**src/rtl/seg7_scan_drv.sv**
```systemverilog
// seg7_scan_drv: 4-digit multiplexed 7-segment driver for the hh:mm display.
// Once per frame it captures the four digit codes together with the colon and
// leading-zero flags. It then scans digits 3..0, one per slot. Each slot
// starts with a short dark phase and then lights its digit.
//
// Ports:
//   clk_i       system clock
//   rst_i       synchronous active-high reset
//   en_i        scan enable; low forces the display dark on the next edge
//   dig3_i..0   4-bit digit codes (hour tens .. minute units)
//   colon_i     colon request, shown on digit 2's decimal point
//   lz_blank_i  blank hour tens when its code is 0
//   an_o        one-hot digit select (registered)
//   seg_o       segments {g,f,e,d,c,b,a} (registered)
//   dp_o        decimal point (registered)
//   frame_o     one-cycle pulse on the cycle the snapshot is taken
module seg7_scan_drv #(
  parameter int unsigned DIG_CYC    = 200,
  parameter int unsigned BLANK_CYC  = 4,
  parameter bit          ACTIVE_LOW = 1'b0
) (
  input  logic       clk_i,
  input  logic       rst_i,
  input  logic       en_i,
  input  logic [3:0] dig3_i,
  input  logic [3:0] dig2_i,
  input  logic [3:0] dig1_i,
  input  logic [3:0] dig0_i,
  input  logic       colon_i,
  input  logic       lz_blank_i,
  output logic [3:0] an_o,
  output logic [6:0] seg_o,
  output logic       dp_o,
  output logic       frame_o
);

  localparam logic [15:0] DIG_LAST   = 16'(DIG_CYC - 1);
  localparam logic [15:0] BLANK_LAST = 16'(BLANK_CYC - 1);

  localparam logic [3:0] AN_OFF  = ACTIVE_LOW ? 4'hF  : 4'h0;
  localparam logic [6:0] SEG_OFF = ACTIVE_LOW ? 7'h7F : 7'h00;
  localparam logic       DP_OFF  = ACTIVE_LOW;

  typedef enum logic [1:0] {
    ST_IDLE,
    ST_BLANK,
    ST_SHOW
  } state_t;

  state_t      state_q, state_n;
  logic [15:0] cnt_q, cnt_n;
  logic [1:0]  idx_q, idx_n;
  logic        take_snap;

  logic [15:0] snap_q;
  logic        colon_q;
  logic        lz_q;

  logic [3:0]  an_n;
  logic [6:0]  seg_n;
  logic        dp_n;

  logic [3:0]  an_q;
  logic [6:0]  seg_q;
  logic        dp_q;
  logic        frame_q;

  function automatic logic [6:0] seg_decode(input logic [3:0] code);
    logic [6:0] s;
    case (code)
      4'd0:    s = 7'h3F;
      4'd1:    s = 7'h06;
      4'd2:    s = 7'h5B;
      4'd3:    s = 7'h4F;
      4'd4:    s = 7'h66;
      4'd5:    s = 7'h6D;
      4'd6:    s = 7'h7D;
      4'd7:    s = 7'h07;
      4'd8:    s = 7'h7F;
      4'd9:    s = 7'h6F;
      default: s = 7'h40;  // dash marks a corrupt counter code
    endcase
    return s;
  endfunction

  // Next-state logic for the scan FSM and the slot counter.
  always_comb begin
    state_n   = state_q;
    cnt_n     = cnt_q;
    idx_n     = idx_q;
    take_snap = 1'b0;
    if (!en_i) begin
      state_n = ST_IDLE;
      cnt_n   = '0;
      idx_n   = 2'd3;
    end else begin
      case (state_q)
        ST_IDLE: begin
          state_n   = ST_BLANK;
          cnt_n     = '0;
          idx_n     = 2'd3;
          take_snap = 1'b1;
        end
        ST_BLANK: begin
          cnt_n = cnt_q + 16'd1;
          if (cnt_q == BLANK_LAST) state_n = ST_SHOW;
        end
        ST_SHOW: begin
          if (cnt_q == DIG_LAST) begin
            cnt_n   = '0;
            state_n = ST_BLANK;
            idx_n   = idx_q - 2'd1;  // 0 wraps to 3: start of the next frame
            if (idx_q == 2'd0) take_snap = 1'b1;
          end else begin
            cnt_n = cnt_q + 16'd1;
          end
        end
        default: begin
          state_n = ST_IDLE;
          cnt_n   = '0;
          idx_n   = 2'd3;
        end
      endcase
    end
  end

  // Outputs are computed from the next state so they line up with the state
  // register on the same edge. In SHOW the snapshot is never being replaced,
  // so the registered snapshot is the correct source.
  always_comb begin
    an_n  = '0;
    seg_n = '0;
    dp_n  = 1'b0;
    if (state_n == ST_SHOW &&
        !(idx_n == 2'd3 && lz_q && snap_q[15:12] == 4'd0)) begin
      an_n  = 4'b0001 << idx_n;
      seg_n = seg_decode(snap_q[idx_n*4 +: 4]);
      dp_n  = (idx_n == 2'd2) && colon_q;
    end
  end

  always_ff @(posedge clk_i) begin
    if (rst_i) begin
      state_q <= ST_IDLE;
      cnt_q   <= '0;
      idx_q   <= 2'd3;
      snap_q  <= '0;
      colon_q <= 1'b0;
      lz_q    <= 1'b0;
      an_q    <= AN_OFF;
      seg_q   <= SEG_OFF;
      dp_q    <= DP_OFF;
      frame_q <= 1'b0;
    end else begin
      state_q <= state_n;
      cnt_q   <= cnt_n;
      idx_q   <= idx_n;
      if (take_snap) begin
        snap_q  <= {dig3_i, dig2_i, dig1_i, dig0_i};
        colon_q <= colon_i;
        lz_q    <= lz_blank_i;
      end
      an_q    <= an_n ^ AN_OFF;
      seg_q   <= seg_n ^ SEG_OFF;
      dp_q    <= dp_n ^ DP_OFF;
      frame_q <= take_snap;
    end
  end

  assign an_o    = an_q;
  assign seg_o   = seg_q;
  assign dp_o    = dp_q;
  assign frame_o = frame_q;

  // Safety checks on the registered anode drive, polarity removed.
  logic [3:0] an_act;
  assign an_act = an_q ^ AN_OFF;

  always_ff @(posedge clk_i) begin
    if (!rst_i) begin
      assert ($onehot0(an_act))
        else $error("an_o not zero/one-hot: %b", an_q);
      assert (!(state_q == ST_BLANK && an_act != 4'h0))
        else $error("an_o active during blank phase: %b", an_q);
    end
  end

endmodule
```
**config.mk**
```make
export PLATFORM = sky130hd
export DESIGN_NAME = seg7_scan_drv
export DESIGN_NICKNAME = d
export VERILOG_FILES = /design/src/rtl/seg7_scan_drv.sv
export SDC_FILE = /design/constraint.sdc
export NUM_CORES = 1
export LEC_CHECK = 0
export ABC_AREA = 1
export ABC_CLOCK_PERIOD_IN_PS = 2900
export CORE_ASPECT_RATIO = 1.1
export CORE_UTILIZATION = 55
export CTS_CLUSTER_SIZE = 20
export DETAILED_ROUTE_END_ITERATION = 12
export DONT_BUFFER_PORTS = 1
export PLACE_DENSITY = 0.7
export SYNTH_ARGS = -nofsm -noshare
export SYNTH_HDL_FRONTEND = slang
export SYNTH_SLANG_ARGS = --single-unit
```
**constraint.sdc**
```tcl
create_clock -name clk_i -period 2.9 [get_ports clk_i]
set_input_delay 0.58 -clock clk_i [delete_from_list [all_inputs] [get_ports clk_i]]
set_output_delay 0.58 -clock clk_i [all_outputs]
set_load 0.05 [all_outputs]
```
==> impl_metrics.py <==
metrics = {
    "clock_network": {
        "cts_buffers": 5,
        "cts.repair.resized": 0,
        "htreeDepth": 2,
        "clock_latency_ns": 0.31,
        "cts_tree": "yes",
        "cts.sinks": 51,
        "root_buffer": "clkbuf_8",
        "clk_pin_slew_ns": 0.09,
        "ctsHoldBuffers": 0,
        "clockBufferDepth": 2,
        "post_cts_buffers": 0,
    },
    "global_route": {
        "grt_max_degree": 28,
        "antenna_found_initial": 0,
        "grt_pass1_wl_um": 7920,
        "grt_pass1_vias": 1863,
        "grt.total_usage_pct": 21.5,
        "grt_overflow": 0,
    },
    "sta": {
        "fin_skew_ns": 0.00680,
        "drv_slew": 0,
        "slew_headroom_pct": 64.1,
        "setup_tns_ns": 0,
        "tightest_slew_ns": 0.537,
        "grt_setup_unrepaired": "no",
        "setup_viol": 0,
        "finalCriticalPeriod_ns": 2.53,
        "max_freq_mhz": 395,
        "finalHoldViolations": 0,
        "setup_ws_ns": 0.369,
        "finalCritPeriodShare_pct": 87.3,
    },
    "worst_setup_path": {
        "crit_path_end_kind": "flop",
        "cp-start-kind": "flop",
        "arrival_ns": 2.78,
        "crit_path_max_fanout": 12,
        "critPathKind": "flop to flop",
        "cp_data_required_time_ns": 3.15,
    },
    "cells_and_area": {
        "mostFrequentLayoutCells": "nor2_1, dfxtp_1, nand2_1, inv_1, nand3_1",
        "fin_util_pct": 61.7,
        "syn_to_final_growth_pct": 5.88,
        "fillers": 404,
        "fin_nets": 370,
        "antennaDiodeCount": 0,
        "layout_commonest_cell": "nor2_1",
        "multi_input_area_sq_mm": 0.00131,
        "layout-drive-gt1-share_pct": 13.0,
        "seqCellArea_sq_mm": 0.00102,
    },
    "run_status": {
        "status": "finished clean",
    },
    "min_path": {
        "hp-class": "input pin to flop",
    },
    "place": {
        "port_buffers": 0,
        "place_congestion": 0.828,
        "dp_hpwl_um": 3600,
        "pre_cts_ws_ns": 0.410,
    },
    "logic_synthesis": {
        "yosysWarnings": 0,
        "synth_edf_count": 0,
        "synth.distinct_cells": 35,
        "ys_ff_latch": 51,
        "netlist_instances": 336,
        "ys_seq_area_share_pct": 40.3,
        "synth.avg_cell_area_sq_um": 7.54,
        "syn_nets": 369,
        "synth_ff_type": "dfxtp_1",
        "synthArstFlopShare_pct": 0,
        "syn-cell-area_sq_mm": 0.00253,
    },
    "floorplanning": {
        "die_area_sq_mm": 0.00488,
        "row_count": 25,
        "pin_count": 34,
        "die_w_um": 66.7,
        "die_h_um": 73.2,
        "start_util_pct": 58.3,
        "core_sq_mm": 0.00435,
    },
    "job": {
        "max_cap_viol_count": 0,
    },
    "drt": {
        "wirelength_um": 4660,
        "drt-initial-drc-count": 95,
        "wire_per_inst_um": 11.9,
        "antenna_left": 0,
        "route.detailed.drc": 0,
        "vias": 2014,
        "first_pass_iters": 4,
        "viasPerCell": 5.14,
    },
    "power": {
        "peakVddDrop_uv": 315,
        "power_density_mw_per_mm2": 516,
        "p_leak_nw": 1.17,
    },
}
==> sequential cells by signal, summed over array words and instances, names as in the netlist <==
register  count
frame_o       1
snap_q       16
dp_o          1
lz_q          1
idx_q         2
an_o          4
colon_q       1
seg_o         7
cnt_q        16
state_q       2
==> routing by layer <==
layer	routed length, um	vias up	GRT usage [%]
met5	0	-	0
met3	138	6	5.16
met1	2080	903	24.7
met2	2390	36	38.7
met4	52	0	6.38
li1	-	1069	-
==> cell type report <==
type	count	share of cell area, %
clock inverters	3	1.63
repair buffers	2	0.560
clock buffers	5	2.57
well taps	54	2.52
multi-input cells	235	48.8
inverters	42	5.88
flip-flops and latches	51	38.1
==> critical path, stage by stage, from the launching register on <==
cell	delay [ns]
dfxtp_1	0.37
inv_1	0.09
ha_1	0.29
nand2_1	0.08
clkinv_1	0.27
nand3_2	0.31
nand2_1	0.08
nand2_1	0.07
nand2_1	0.04
nand2_1	0.18
inv_1	0.09
ha_1	0.31
nor2_2	0.14
nor2_1	0.07
nor2_2	0.10
==> where the power goes <==
part	leakage (nW)	switching, mW	total (mW)	internal [mW]
Sequential	0.415	0.0146	0.738	0.723
Combinational	0.698	0.100	0.151	0.0512
Clock	0.0581	0.239	0.496	0.257
Total	1.17	0.353	1.38	1.03
==> logic make-up (layout without fill, tap and decap cells) <==
| group | after synthesis | after routing | synth area share [%] |
|---|---|---|---|
| XOR/XNOR | 4 | 4 | 1.38 |
| buffers and inverters | 50 | 52 | 8.05 |
| adder cells (fa/ha/maj) | 12 | 12 | 5.93 |
| AO/OA/AOI/OAI | 44 | 44 | 9.83 |
| flip-flops | 51 | 51 | 40.3 |
| AND/OR/NAND/NOR | 175 | 175 | 34.5 |
==> synth_stat cells, drive strengths merged (3+ instances only) <==
cell    instances  area [sq um]
buf             3          27.5
nor3b           3          22.5
nand3          24           143
nor2           71           329
inv            41           154
nand4           6          37.5
nand2          59           269
nand3b          4          30.0
ha             12           150
a21oi          16          91.3
clkbuf          5          18.8
dfxtp          51          1020
xor2            3          26.3
nor3            5          25.0
o21ai          21           109
==> path summary, 6_finish.rpt <==
check	from	to	slack, ns	depth (start not counted)
worst max-delay path	state_q[0]$_SDFF_PP0_	seg_o[3]$_SDFF_PP0_	0.37	14
worst min-delay path	rst_i	frame_o$_SDFF_PP0_	0.34	1
worst max register to register	state_q[0]$_SDFF_PP0_	seg_o[3]$_SDFF_PP0_	0.37	14
worst min register to register	cnt_q[0]$_SDFF_PP0_	cnt_q[0]$_SDFF_PP0_	0.44	1
==> per-stage QoR <==
stage | area [sq um] | instances | power [mW] | hold WS, ns
after global routing | 2680 | 392 | 1.45 | 0.316
after detailed placement | 2570 | 384 | 0.905 | 0.433
final | 2680 | 392 | 1.38 | 0.337
after global placement | 2570 | 384 | 0.902 | 0.426
after floorplan | 2530 | 336 | 0.877 | 0.413
after CTS | 2680 | 392 | 1.40 | 0.327
(Power assumes the default switching activity.)
